`config.mk`:
```
export PLATFORM = sky130hd
export DESIGN_NAME = mem_access_unit
export DESIGN_NICKNAME = d
export VERILOG_FILES = /design/src/rtl/mem_access_unit.sv
export SDC_FILE = /design/constraint.sdc
export NUM_CORES = 1
export LEC_CHECK = 0
export ABC_AREA = 1
export CORE_MARGIN = 2
export CORE_UTILIZATION = 49
export DETAILED_ROUTE_END_ITERATION = 12
export GPL_TIMING_DRIVEN = 0
export PLACE_DENSITY = 0.83
export SLEW_MARGIN = 20
export SYNTH_ARGS = -nofsm -noshare
export SYNTH_HDL_FRONTEND = slang
export SYNTH_SLANG_ARGS = --single-unit
```
`constraint.sdc`:
```
create_clock -name Clk -period 4.8 [get_ports Clk]
set_input_delay 0.72 -clock Clk [delete_from_list [all_inputs] [get_ports Clk]]
set_output_delay 0.72 -clock Clk [all_outputs]
set_load 0.02 [all_outputs]
```
`src/rtl/mem_access_unit.sv`:
```
// Purpose: memory-stage access unit; lw/sw/lb/sb to a word-wide RAM over a req/ack handshake.
// Latency: Done at k+2 cycles after Start for word/lb ops and 2k+3 for sb (k = Ack delay); faults finish in 1.
// Backpressure: Busy stalls the pipeline and Start is ignored until IDLE; a missing Ack aborts after TIMEOUT cycles.
module mem_access_unit #(
  parameter int          ADDR_W    = 10,
  parameter logic [31:0] BASE_ADDR = 32'h0000_0400,
  parameter int          TIMEOUT   = 255
) (
  input  logic              Clk,
  input  logic              Reset,
  input  logic              Start,
  input  logic              MEM_WrEn,
  input  logic              ByteOp,
  input  logic [31:0]       ALU_MEM_Addr,
  input  logic [31:0]       MEM_DataIn,
  output logic [31:0]       MEM_out,
  output logic              Busy,
  output logic              Done,
  output logic              Err,
  output logic              Ram_Req,
  output logic              Ram_We,
  output logic [ADDR_W-1:0] Ram_Addr,
  output logic [31:0]       Ram_Wdata,
  input  logic [31:0]       Ram_Rdata,
  input  logic              Ram_Ack
);

  typedef enum logic [2:0] {IDLE, RD, WR, RMW_RD, RMW_WR, DONE} state_t;

  localparam logic [32:0] RANGE_BYTES = 33'd4 << ADDR_W;
  localparam logic [7:0]  TO_LAST     = 8'(TIMEOUT - 1);

  state_t      state_q, state_d;
  logic        err_q, err_d;
  logic [7:0]  cnt_q, cnt_d;
  logic [1:0]  lane_q;
  logic        byte_q;
  logic [31:0] off;
  logic        fault;
  logic        accept;
  logic [31:0] merged;
  logic [7:0]  rd_byte;

  // Offset from the RAM window; wraps so addresses below the base land far out of range.
  assign off    = ALU_MEM_Addr - BASE_ADDR;
  assign fault  = ({1'b0, off} >= RANGE_BYTES) || (!ByteOp && (ALU_MEM_Addr[1:0] != 2'b00));
  assign accept = (state_q == IDLE) && Start;

  assign rd_byte = Ram_Rdata[{lane_q, 3'b000} +: 8];

  // Store byte is parked in Ram_Wdata[7:0] during RMW_RD, then spliced into the word just read.
  always_comb begin
    merged = Ram_Rdata;
    merged[{lane_q, 3'b000} +: 8] = Ram_Wdata[7:0];
  end

  // FSM state, error flag and Ack-wait counter registers.
  always_ff @(posedge Clk or negedge Reset) begin
    if (!Reset) begin
      state_q <= IDLE;
      err_q   <= 1'b0;
      cnt_q   <= 8'd0;
    end else begin
      state_q <= state_d;
      err_q   <= err_d;
      cnt_q   <= cnt_d;
    end
  end

  // Next-state, timeout counting and handshake outputs decoded from the state.
  always_comb begin
    state_d = state_q;
    err_d   = err_q;
    cnt_d   = cnt_q;
    Busy    = 1'b0;
    Done    = 1'b0;
    Err     = 1'b0;
    Ram_Req = 1'b0;
    Ram_We  = 1'b0;
    case (state_q)
      IDLE: begin
        if (Start) begin
          cnt_d = 8'd0;
          if (fault) begin
            state_d = DONE;
            err_d   = 1'b1;
          end else begin
            err_d   = 1'b0;
            state_d = !MEM_WrEn ? RD : (ByteOp ? RMW_RD : WR);
          end
        end
      end
      RD, WR, RMW_RD, RMW_WR: begin
        Busy    = 1'b1;
        Ram_Req = 1'b1;
        Ram_We  = (state_q == WR) || (state_q == RMW_WR);
        if (Ram_Ack) begin
          cnt_d   = 8'd0;
          state_d = (state_q == RMW_RD) ? RMW_WR : DONE;
        end else if (cnt_q == TO_LAST) begin
          cnt_d   = 8'd0;
          state_d = DONE;
          err_d   = 1'b1;
        end else begin
          cnt_d = cnt_q + 8'd1;
        end
      end
      DONE: begin
        Done    = 1'b1;
        Err     = err_q;
        state_d = IDLE;
      end
      default: state_d = IDLE;
    endcase
  end

  // Request latching at accept, load result capture, and sb write-word assembly.
  always_ff @(posedge Clk or negedge Reset) begin
    if (!Reset) begin
      MEM_out   <= 32'd0;
      Ram_Addr  <= '0;
      Ram_Wdata <= 32'd0;
      lane_q    <= 2'd0;
      byte_q    <= 1'b0;
    end else begin
      if (accept) begin
        Ram_Addr  <= off[ADDR_W+1:2];
        Ram_Wdata <= MEM_DataIn;
        lane_q    <= ALU_MEM_Addr[1:0];
        byte_q    <= ByteOp;
      end
      if ((state_q == RD) && Ram_Ack) begin
        MEM_out <= byte_q ? {24'd0, rd_byte} : Ram_Rdata;
      end
      if ((state_q == RMW_RD) && Ram_Ack) begin
        Ram_Wdata <= merged;
      end
    end
  end

endmodule

```
==> results of run 1 <==
-- final cells by class --
type / count / area share [%]
sequential: 89 / 30.45
buffer: 35 / 2.258
clock inverter: 3 / 0.5817
multi-input combinational: 500 / 35.14
inverter: 48 / 2.515
timing repair buffer: 181 / 24.88
tap: 136 / 2.327
clock buffer: 12 / 1.848
-- logic make-up (layout without fill, tap and decap cells) --
| kind of cell | Yosys count | count (layout) |
|---|---|---|
| AND/OR/NAND/NOR | 326 | 326 |
| AO/OA/AOI/OAI | 163 | 163 |
| flip-flops | 89 | 89 |
| buffers and inverters | 83 | 279 |
| adder cells (fa/ha/maj) | 8 | 8 |
| XOR/XNOR | 3 | 3 |
-- flip-flops by register name, summed over array words and instances, names as in the netlist --
| name | cells |
|---|---|
| cnt_q | 8 |
| MEM_out | 32 |
| state_q | 3 |
| Ram_Addr | 10 |
| byte_q | 1 |
| Ram_Wdata | 32 |
| err_q | 1 |
| lane_q | 2 |
-- cell usage in the layout (no fill, tap or decap), types with 3 or more instances in the layout --
cell,n
nor2_1,68
buf_4,5
inv_2,7
nor3_1,5
nand4_1,5
nor2_2,9
nor2_4,4
clkdlybuf4s50_1,179
o21ai_1,6
buf_2,9
o211a_1,4
nand2_1,149
o22ai_1,3
nand3_1,69
dfrtp_1,89
nand2_2,6
buf_1,3
clkinv_1,4
clkbuf_1,21
ha_1,8
a221oi_1,14
a21oi_1,35
a31oi_1,14
o211ai_1,3
inv_1,35
a22oi_1,4
clkbuf_8,9
o21ai_0,71
-- power by group --
group / leakage (µW) / switching, µW / internal, µW
combinational: 0.00206 / 1390 / 961
sequential: 0.00110 / 224 / 1080
clock: 0.0000864 / 268 / 238
total: 0.00325 / 1880 / 2280
-- worst max-delay path, delay by kind of cell, from the launching register on --
kind,cells,cell delay [ns]
buffers and inverters,5,1.25
adders and majority gates,1,0.24
AOI/OAI and AO/OA,2,0.60
DFF,1,0.42
and+or+nand+nor,2,0.24
-- how the worst max path moves through the flow --
stage                           from                        end  slack, ns  cells after the start
4_1_cts        lane_q[0]$_DFFE_PN0P_  Ram_Wdata[10]$_DFFE_PN0P_       1.93                     10
2_1_floorplan  lane_q[0]$_DFFE_PN0P_  Ram_Wdata[10]$_DFFE_PN0P_       2.65                     10
5_1_grt        lane_q[0]$_DFFE_PN0P_  Ram_Wdata[10]$_DFFE_PN0P_       1.65                     10
3_5_place_dp   lane_q[0]$_DFFE_PN0P_  Ram_Wdata[10]$_DFFE_PN0P_       1.96                     10
6_report       lane_q[0]$_DFFE_PN0P_  Ram_Wdata[10]$_DFFE_PN0P_       1.89                     10
3_3_place_gp                   Reset    Ram_Addr[6]$_DFFE_PN0P_      -0.09                      1
-- per-stage QoR --
| step | total power, µW | cell area (µm²) | setup slack (ns) | setup TNS (ns) |
|---|---|---|---|---|
| finish | 4157 | 7313 | 1.895 | 0 |
| global route | 4422 | 7313 | 1.652 | 0 |
| CTS | 4147 | 7313 | 1.927 | 0 |
| detailed placement | 3643 | 7136 | 1.959 | 0 |
| global placement | 3584 | 7118 | -0.09356 | -7.636 |
| floorplan | 2566 | 5146 | 2.646 | 0 |
-- layer usage --
layer | global-route usage (%) | share of wire, %
met2 | 50.60 | 46
met1 | 42.37 | 41
met3 | 7.787 | 10
met5 | 0 | 0
met4 | 9.647 | 2.7
==> flow_summary.toml, run 1 <==
[worst_setup_path]
critical-path-max-stage-delay_ns = 0.46
reg2reg_depth = 10
r2r_end = "Ram_Wdata[10]$_DFFE_PN0P_"
critical_path_class = "register to register"
endpoint_kind = "register"
startpoint_type = "register"
critical_path.cell_chain = "buf_2 -> inv_1 -> buf_1 -> ha_1 -> clkinv_1 -> clkbuf_1 -> nand2_1 -> nor2_1 -> a221oi_1 -> o21ai_0"
critical_path_arrival_ns = 3.16
worst-r2r-setup-slack_ns = 1.89
path_max_fanout = 12
reg2reg_from = "lane_q[0]$_DFFE_PN0P_"
worst_path_max_delay_cell = "a221oi_1"
critPathRequiredTime_ns = 5.05

[timing]
final-setup-viol-count = 0
fin_crit_sh_pct = 60.52
slew_headroom_pct = 59.58
slew_violations = 0
grt_setup_unrepaired = "false"
clock.fmax_mhz = 344.2
skew_ns = 0.007207
hold_viol_final = 0
holdWs_ns = 0.3234
worst-slew-pin-transition_ns = 0.6063
fin_crit_ns = 2.905

[placed_design]
port_buffers = 180
dp_cells = 989
hpwlAfterDp_mm = 14.15
place_congestion = 0.9736

[power_and_ir_drop]
p_per_area_nw_per_um2 = 568.4
power.leakage_uw = 0.003252
ir_drop_uv = 290.9

[synthesis]
synth_ff_type = "dfrtp_1"
synth.area.mux_share_pct = 0
ys_types = 47
yosys-top-cells-area = "dfrtp_1 (43%), nand2_1 (11%), o21ai_0 (6.9%)"
synth_top_area_cell = "dfrtp_1"
ys_seq_area_share_pct = 43.28
synth_area_um2 = 5146
synth-simple-area-share_pct = 28.76
synth_nets = 782
synth_top_cell_area_share_pct = 43.28
ys_top_cells_by_count = "nand2_1 (149), dfrtp_1 (89), o21ai_0 (71)"
ys_async_sr_fraction_pct = 100.0
yosysWarnings = 0
ys_ff_latch = 89
synth_compound_area_share_pct = 18.72
synth_top_family_by_area = "simple AND/OR/NAND/NOR gates"
synthAdderAreaFrac_pct = 1.945
synthCells = 672
synth_edf_count = 0
syn-mean-instance-area_um2 = 7.658
synth_xor_area_share_pct = 0.5106
synth_most_common_cell = "nand2_1"

[final_layout]
fin_cells = 1004
multi_input_area_um2 = 2570
synthToLayoutAreaGrowth_pct = 42.11
nFillCells = 830
seqCellArea_um2 = 2227
fin_util_pct = 71.16
fin_nets = 974
diodes = 0
layout-drive-gt1-share_pct = 7.719

[run_status]
status = "completed"

[detailed_routing]
vias = 5690
routed_wl_mm = 17.61
firstDrtPassIters = 6
routedWlPerCell_um = 17.54
drc = 0
viasPerCell = 5.667
drtIter0Drc = 446
ant_nets = 0

[global_routing]
grt_overflow_total = 0
grt_pass1_wl_mm = 27.75
track_usage_pct = 31.56
grt_pass1_vias = 5335
grt_antenna_before_repair = 0
grt_max_degree = 46

[clock_tree]
cts_max_level = 3
hold_buffers = 0
cts_tree = "built"
clock-sinks = 89
cts_root_buffer = "clkbuf_8"
post_cts_buffers = 0
cts_buffer_depth = 2
cts_made_buffers = 9
clk_pin_slew_ns = 0.09
clock_latency_ns = 0.38
cts_resized = 0

[floorplan]
start_util_pct = 50.07
die_h_um = 106.5
die_w_um = 106.5
die_area_um2 = 11340
coreArea_um2 = 10280
row_count = 37
ios = 181

[hold_path]
worstHoldPathType = "input port to async pin"

[job]
drv_cap = 0
Power figures use the tool's default switching activity.
==> run 2: changes to the inputs <==
--- a/config.mk
+++ b/config.mk
@@ -7,10 +7,10 @@
 export LEC_CHECK = 0
 export ABC_AREA = 1
 export CORE_MARGIN = 2
-export CORE_UTILIZATION = 49
+export CORE_UTILIZATION = 46
 export DETAILED_ROUTE_END_ITERATION = 12
 export GPL_TIMING_DRIVEN = 0
-export PLACE_DENSITY = 0.83
+export PLACE_DENSITY = 0.78
 export SLEW_MARGIN = 20
 export SYNTH_ARGS = -nofsm -noshare
 export SYNTH_HDL_FRONTEND = slang
==> constraint.sdc (replaced) <==
create_clock -name Clk -period 3.05 [get_ports Clk]
set_input_delay 0.4575 -clock Clk [delete_from_list [all_inputs] [get_ports Clk]]
set_output_delay 0.4575 -clock Clk [all_outputs]
set_load 0.02 [all_outputs]
==> flow_summary.toml, run 2 (same netlist as run 1, synthesis figures left out) <==
[worst_setup_path]
path_depth = 9
critPathRequiredTime_ns = 3.29
worst-r2r-setup-slack_ns = 0.36
critical_path_class = "register to register"
worst_path_max_delay_cell = "a221oi_1"
cp.buffers_inverters = 4
critical_path_arrival_ns = 2.92
critical_path.cell_chain = "buf_2 -> inv_1 -> ha_1 -> clkinv_1 -> clkbuf_1 -> nand2_1 -> nor2_1 -> a221oi_1 -> o21ai_0"
endpoint_kind = "register"
r2r_end = "Ram_Wdata[10]$_DFFE_PN0P_"
reg2reg_from = "lane_q[0]$_DFFE_PN0P_"
critical-path-max-stage-delay_ns = 0.48
crit_end = "Ram_Wdata[10]$_DFFE_PN0P_"
path_delay_family = "buffers and inverters"
reg2reg_depth = 9
crit_start = "lane_q[0]$_DFFE_PN0P_"
path_max_fanout = 16
startpoint_type = "register"

[detailed_routing]
firstDrtPassIters = 5
vias = 5678
viasPerCell = 5.639
routed_wl_mm = 17.61
drc = 0
ant_nets = 0
drtIter0Drc = 452
routedWlPerCell_um = 17.48

[global_routing]
track_usage_pct = 29.36
grt_antenna_before_repair = 0
grt_overflow_total = 0
grt_use_met2_pct = 46.96
grt_max_degree = 46
use_met1_pct = 39.86
grt_pass1_vias = 5392
met3_usage_pct = 7.113
grt_busiest_layer = "met2"
grt_pass1_wl_mm = 26.99

[timing]
hold_viol_final = 0
worst-slew-pin-transition_ns = 0.6208
fin_crit_sh_pct = 88.10
fin_crit_ns = 2.687
final-setup-viol-count = 0
clock.fmax_mhz = 372.2
skew_ns = 0.01412
tns_ns = 0
slew_violations = 0
slew_headroom_pct = 58.62
grt_setup_unrepaired = "false"

[power_and_ir_drop]
p_per_area_nw_per_um2 = 897.1
power_frac_seq_pct = 30.8
swShare_pct = 45.42
share_comb_of_total_power_pct = 56.4
pwr-share-clk_pct = 12.8
power.leakage_uw = 0.003266
p_int_uw = 3595
ir_drop_uv = 545.9
power.switching_uw = 2992

[final_layout]
top_regs = "MEM_out x32, Ram_Wdata x32, Ram_Addr x10"
synthToLayoutAreaGrowth_pct = 42.69
layout_commonest_cell = "clkdlybuf4s50_1"
layout-drive-gt1-share_pct = 8.074
final_cell_mix = "clkdlybuf4s50_1 (179), nand2_1 (149), dfrtp_1 (89), o21ai_0 (71), nand3_1 (69)"
diodes = 0
fin_cells = 1007
nFillCells = 951
fin_nets = 973
postLayoutCellArea_um2 = 7343

[floorplan]
ios = 181
die_h_um = 109.8
die_w_um = 109.8
start_util_pct = 47.27
coreArea_um2 = 10890
row_count = 38
die_area_um2 = 12050

[placed_design]
port_buffers = 180
hpwlAfterDp_mm = 14.17
place_congestion = 0.9139
postPlaceCellArea_um2 = 7148
dp_cells = 993

[run_status]
status = "completed"

[clock_tree]
hold_buffers = 0
clock_latency_ns = 0.37
cts_tree = "built"
cts_max_level = 3
clk_pin_slew_ns = 0.09
post_cts_buffers = 0
clock-sinks = 89
cts_buffer_depth = 2
cts_resized = 0
cts_made_buffers = 9
cts_root_buffer = "clkbuf_8"

[hold_path]
worstHoldPathType = "input port to async pin"

[job]
drv_cap = 0
## run 2: cell types whose count changed in the layout (fill, tap and decap cells not counted)
| cell | delta |
|---|---|
| clkinv_2 | -1 |
| clkinv_4 | +1 |
| clkbuf_1 | -3 |
| buf_16 | +1 |
| buf_1 | -1 |
| buf_12 | -1 |
| inv_8 | +1 |
| inv_6 | +2 |
## run 2: how the worst min path moves through the flow
stage                                  from                 endpoint  depth (start not counted)
detailed placement  Ram_Addr[3]$_DFFE_PN0P_  Ram_Addr[3]$_DFFE_PN0P_                          2
global placement    Ram_Addr[3]$_DFFE_PN0P_  Ram_Addr[3]$_DFFE_PN0P_                          2
floorplan                             Reset   MEM_out[0]$_DFFE_PN0P_                          0
finish                                Reset  MEM_out[25]$_DFFE_PN0P_                          1
CTS                                   Reset  MEM_out[25]$_DFFE_PN0P_                          1
global route                          Reset  MEM_out[11]$_DFFE_PN0P_                          1
## run 2: layout make-up
type                            count  area (µm²)  area share (%)
Inverter                           48       183.9           2.505
Buffer                             34       161.4           2.198
Sequential cell                    89        2227           30.33
Clock buffer                        9       123.9           1.687
Multi-Input combinational cell    500        2570           35.00
Clock inverter                      6       75.07           1.022
Timing Repair Buffer              181        1827           24.88
Tap cell                          140       175.2           2.385
## run 2: power by group through the flow
stage	registers [µW]	logic [µW]	clock network (µW)
CTS	2020	3720	856
detailed placement	2040	3700	0
global route	2080	4030	906
finish	2030	3720	843
global placement	2020	3630	0
floorplan	2560	1480	0
## run 2: stage by stage
stage / util (%) / hold WS, ns / setup WS [ns] / total power [µW]
after detailed placement: 65.65 / 0.4619 / 0.2183 / 5740
after global placement: 65.42 / 0.4556 / -1.626 / 5647
after global routing: 67.44 / 0.1096 / 0.1150 / 7017
after CTS: 67.48 / 0.1003 / 0.1950 / 6593
final: 67.44 / 0.08558 / 0.3631 / 6588
after floorplan: - / 0.1619 / 0.8962 / 4038
## run 2: routing by layer
metal	routed length (µm)	vias to the layer above
met2	8159	292
met1	7313	2692
met3	1872	25
li1	-	2669
met4	262	0
met5	0	-
==> run 3: changes to the inputs <==
--- a/config.mk
+++ b/config.mk
@@ -5,9 +5,8 @@
 export SDC_FILE = /design/constraint.sdc
 export NUM_CORES = 1
 export LEC_CHECK = 0
-export ABC_AREA = 1
 export CORE_MARGIN = 2
-export CORE_UTILIZATION = 46
+export CORE_UTILIZATION = 44
 export DETAILED_ROUTE_END_ITERATION = 12
 export GPL_TIMING_DRIVEN = 0
 export PLACE_DENSITY = 0.78
==> constraint.sdc (replaced) <==
create_clock -name Clk -period 3.05 [get_ports Clk]
set_input_delay 0.61 -clock Clk [delete_from_list [all_inputs] [get_ports Clk]]
set_output_delay 0.61 -clock Clk [all_outputs]
set_load 0.02 [all_outputs]
==> flow_summary.toml, run 3 <==
[global_routing]
grt_antenna_before_repair = 0
grt_overflow_total = 0
grt_max_degree = 60
track_usage_pct = 27.28
grt_pass1_vias = 4801
grt_pass1_wl_mm = 24.23

[floorplan]
die_w_um = 106.4
ios = 181
die_h_um = 106.4
row_count = 37
coreArea_um2 = 10230
die_area_um2 = 11310
start_util_pct = 45.05

[timing]
slew_violations = 0
clock.fmax_mhz = 341.1
grt_setup_unrepaired = "false"
hold_viol_final = 0
fin_crit_sh_pct = 96.12
worst-slew-pin-transition_ns = 0.7408
fin_crit_ns = 2.932
slew_headroom_pct = 50.48
skew_ns = 0.01185
final-setup-viol-count = 0

[final_layout]
fin_cells = 865
postLayoutCellArea_um2 = 6822
diodes = 0
seqCellArea_um2 = 2227
fin_nets = 834
synthToLayoutAreaGrowth_pct = 47.99
layout_commonest_cell = "clkdlybuf4s50_1"
final_cell_mix = "clkdlybuf4s50_1 (179), nand2_1 (156), dfrtp_1 (89), o21ai_0 (52), clkbuf_1 (30)"
multi_input_area_um2 = 2200
layout-drive-gt1-share_pct = 4.252
nFillCells = 870
top_regs = "MEM_out x32, Ram_Wdata x32, Ram_Addr x10"

[synthesis]
synth_ff_type = "dfrtp_1"
ys_seq_area_share_pct = 48.32
yosysWarnings = 0
syn-mean-instance-area_um2 = 8.664
synth_top_cell_area_share_pct = 48.32
synth_nets = 642
synth_top_area_cell = "dfrtp_1"
synthCells = 532
synth_most_common_cell = "nand2_1"
yosys-top-cells-area = "dfrtp_1 (48%), nand2_1 (13%), o21ai_0 (5.6%)"
synth_area_um2 = 4609
synth_edf_count = 0
ys_ff_latch = 89
ys_top_cells_by_count = "nand2_1 (156), dfrtp_1 (89), o21ai_0 (52)"
ys_async_sr_fraction_pct = 100.0
ys_types = 49

[worst_setup_path]
critical-path-max-stage-delay_ns = 0.73
path_delay_family = "buffers and inverters"
worst-r2r-setup-slack_ns = 0.12
worst_path_max_delay_cell = "nor4b_2"
critical_path_arrival_ns = 3.22
critPathRequiredTime_ns = 3.34
r2r_end = "Ram_Wdata[18]$_DFFE_PN0P_"
critical_path.cell_chain = "buf_2 -> clkinv_1 -> ha_1 -> clkbuf_1 -> nor4b_2 -> a221oi_1 -> a31oi_1"
reg2reg_depth = 7
critical_path_class = "register to register"
reg2reg_from = "lane_q[0]$_DFFE_PN0P_"
endpoint_kind = "register"
startpoint_type = "register"
path_max_fanout = 12
cp.buffers_inverters = 3

[placed_design]
dp_cells = 849
place_congestion = 1.003
hpwlAfterDp_mm = 12.13
postPlaceCellArea_um2 = 6613
port_buffers = 180

[clock_tree]
clock_latency_ns = 0.37
cts_made_buffers = 9
cts_root_buffer = "clkbuf_8"
cts_tree = "built"
cts_buffer_depth = 2
cts_max_level = 3
clk_pin_slew_ns = 0.10
cts_resized = 0
post_cts_buffers = 0
clock-sinks = 89
hold_buffers = 0

[detailed_routing]
routedWlPerCell_um = 17.64
vias = 4813
drc = 0
ant_nets = 0
routed_wl_mm = 15.26
viasPerCell = 5.564
firstDrtPassIters = 5
drtIter0Drc = 304

[power_and_ir_drop]
power.leakage_uw = 0.002856
ir_drop_uv = 427.8
p_per_area_nw_per_um2 = 903.3

[run_status]
status = "completed"

[job]
drv_cap = 0

[hold_path]
worstHoldPathType = "input port to async pin"
-- run 3: cell types whose count changed after synthesis, sizes merged, moves of 11 or more --
cell    before  now
nor2        82   13
nand3       70    7
inv         43   14
o21ai       79   54
a21oi       36   16
buf         17    4
a31oi       14   26
clkbuf      18   29
-- run 3: worst max-delay path by stage --
stage / startpoint / to / slack, ns / cells past startpoint
4_1_cts: lane_q[0]$_DFFE_PN0P_ / Ram_Wdata[8]$_DFFE_PN0P_ / 0.20 / 7
3_5_place_dp: ALU_MEM_Addr[10] / state_q[2]$_DFFE_PN0P_ / 0.03 / 8
6_report: lane_q[0]$_DFFE_PN0P_ / Ram_Wdata[18]$_DFFE_PN0P_ / 0.12 / 7
3_3_place_gp: Reset / Ram_Addr[0]$_DFFE_PN0P_ / -1.79 / 1
5_1_grt: lane_q[0]$_DFFE_PN0P_ / Ram_Wdata[18]$_DFFE_PN0P_ / 0.03 / 7
2_1_floorplan: lane_q[0]$_DFFE_PN0P_ / Ram_Wdata[16]$_DFFE_PN0P_ / 0.61 / 7
-- run 3: power breakdown --
part	switching [µW]	internal, µW	leakage, µW
Clock	450	406	0.0000962
Sequential	346	1680	0.00113
Combinational	1840	1440	0.00163
Total	2640	3520	0.00286
-- run 3: routing by layer --
metal / up-vias / wire (µm) / GRT usage (%) / share of wire, %
met5: - / 0 / 0 / 0
met4: 0 / 361 / 9.868 / 2.4
met3: 32 / 1314 / 5.641 / 8.6
met2: 244 / 7345 / 46.79 / 48
met1: 2273 / 6234 / 33.95 / 41
li1: 2264 / - / - / -
-- run 3: metrics by stage --
step / hold WS (ns) / worst slack, ns / utilization [%] / power, µW / setup TNS (ns)
2_1_floorplan: 0.3144 / 0.6072 / - / 3730 / 0
3_3_place_gp: 0.4634 / -1.787 / 64.33 / 5195 / -158.71
3_5_place_dp: 0.4660 / 0.03281 / 64.63 / 5311 / 0
4_1_cts: 0.1805 / 0.1976 / 66.63 / 6163 / 0
5_1_grt: 0.2035 / 0.02835 / 66.67 / 6545 / 0
6_report: 0.1729 / 0.1184 / 66.67 / 6162 / 0
-- run 3: final cells by class --
class / instances / share of cell area, %
Buffer: 33 / 1.908
Clock buffer: 11 / 2.073
Clock inverter: 5 / 0.9171
Inverter: 17 / 0.9354
Multi-Input combinational cell: 393 / 32.25
Sequential cell: 89 / 32.65
Tap cell: 136 / 2.494
Timing Repair Buffer: 181 / 26.78
-- run 3: kinds of logic after synthesis --
family	synth area share, %
compound gates	20.30
xor+xnor	1.710
fa+ha+maj	2.172
buf+inv	4.207
flops	48.32
mux	1.819
simple gates	21.47
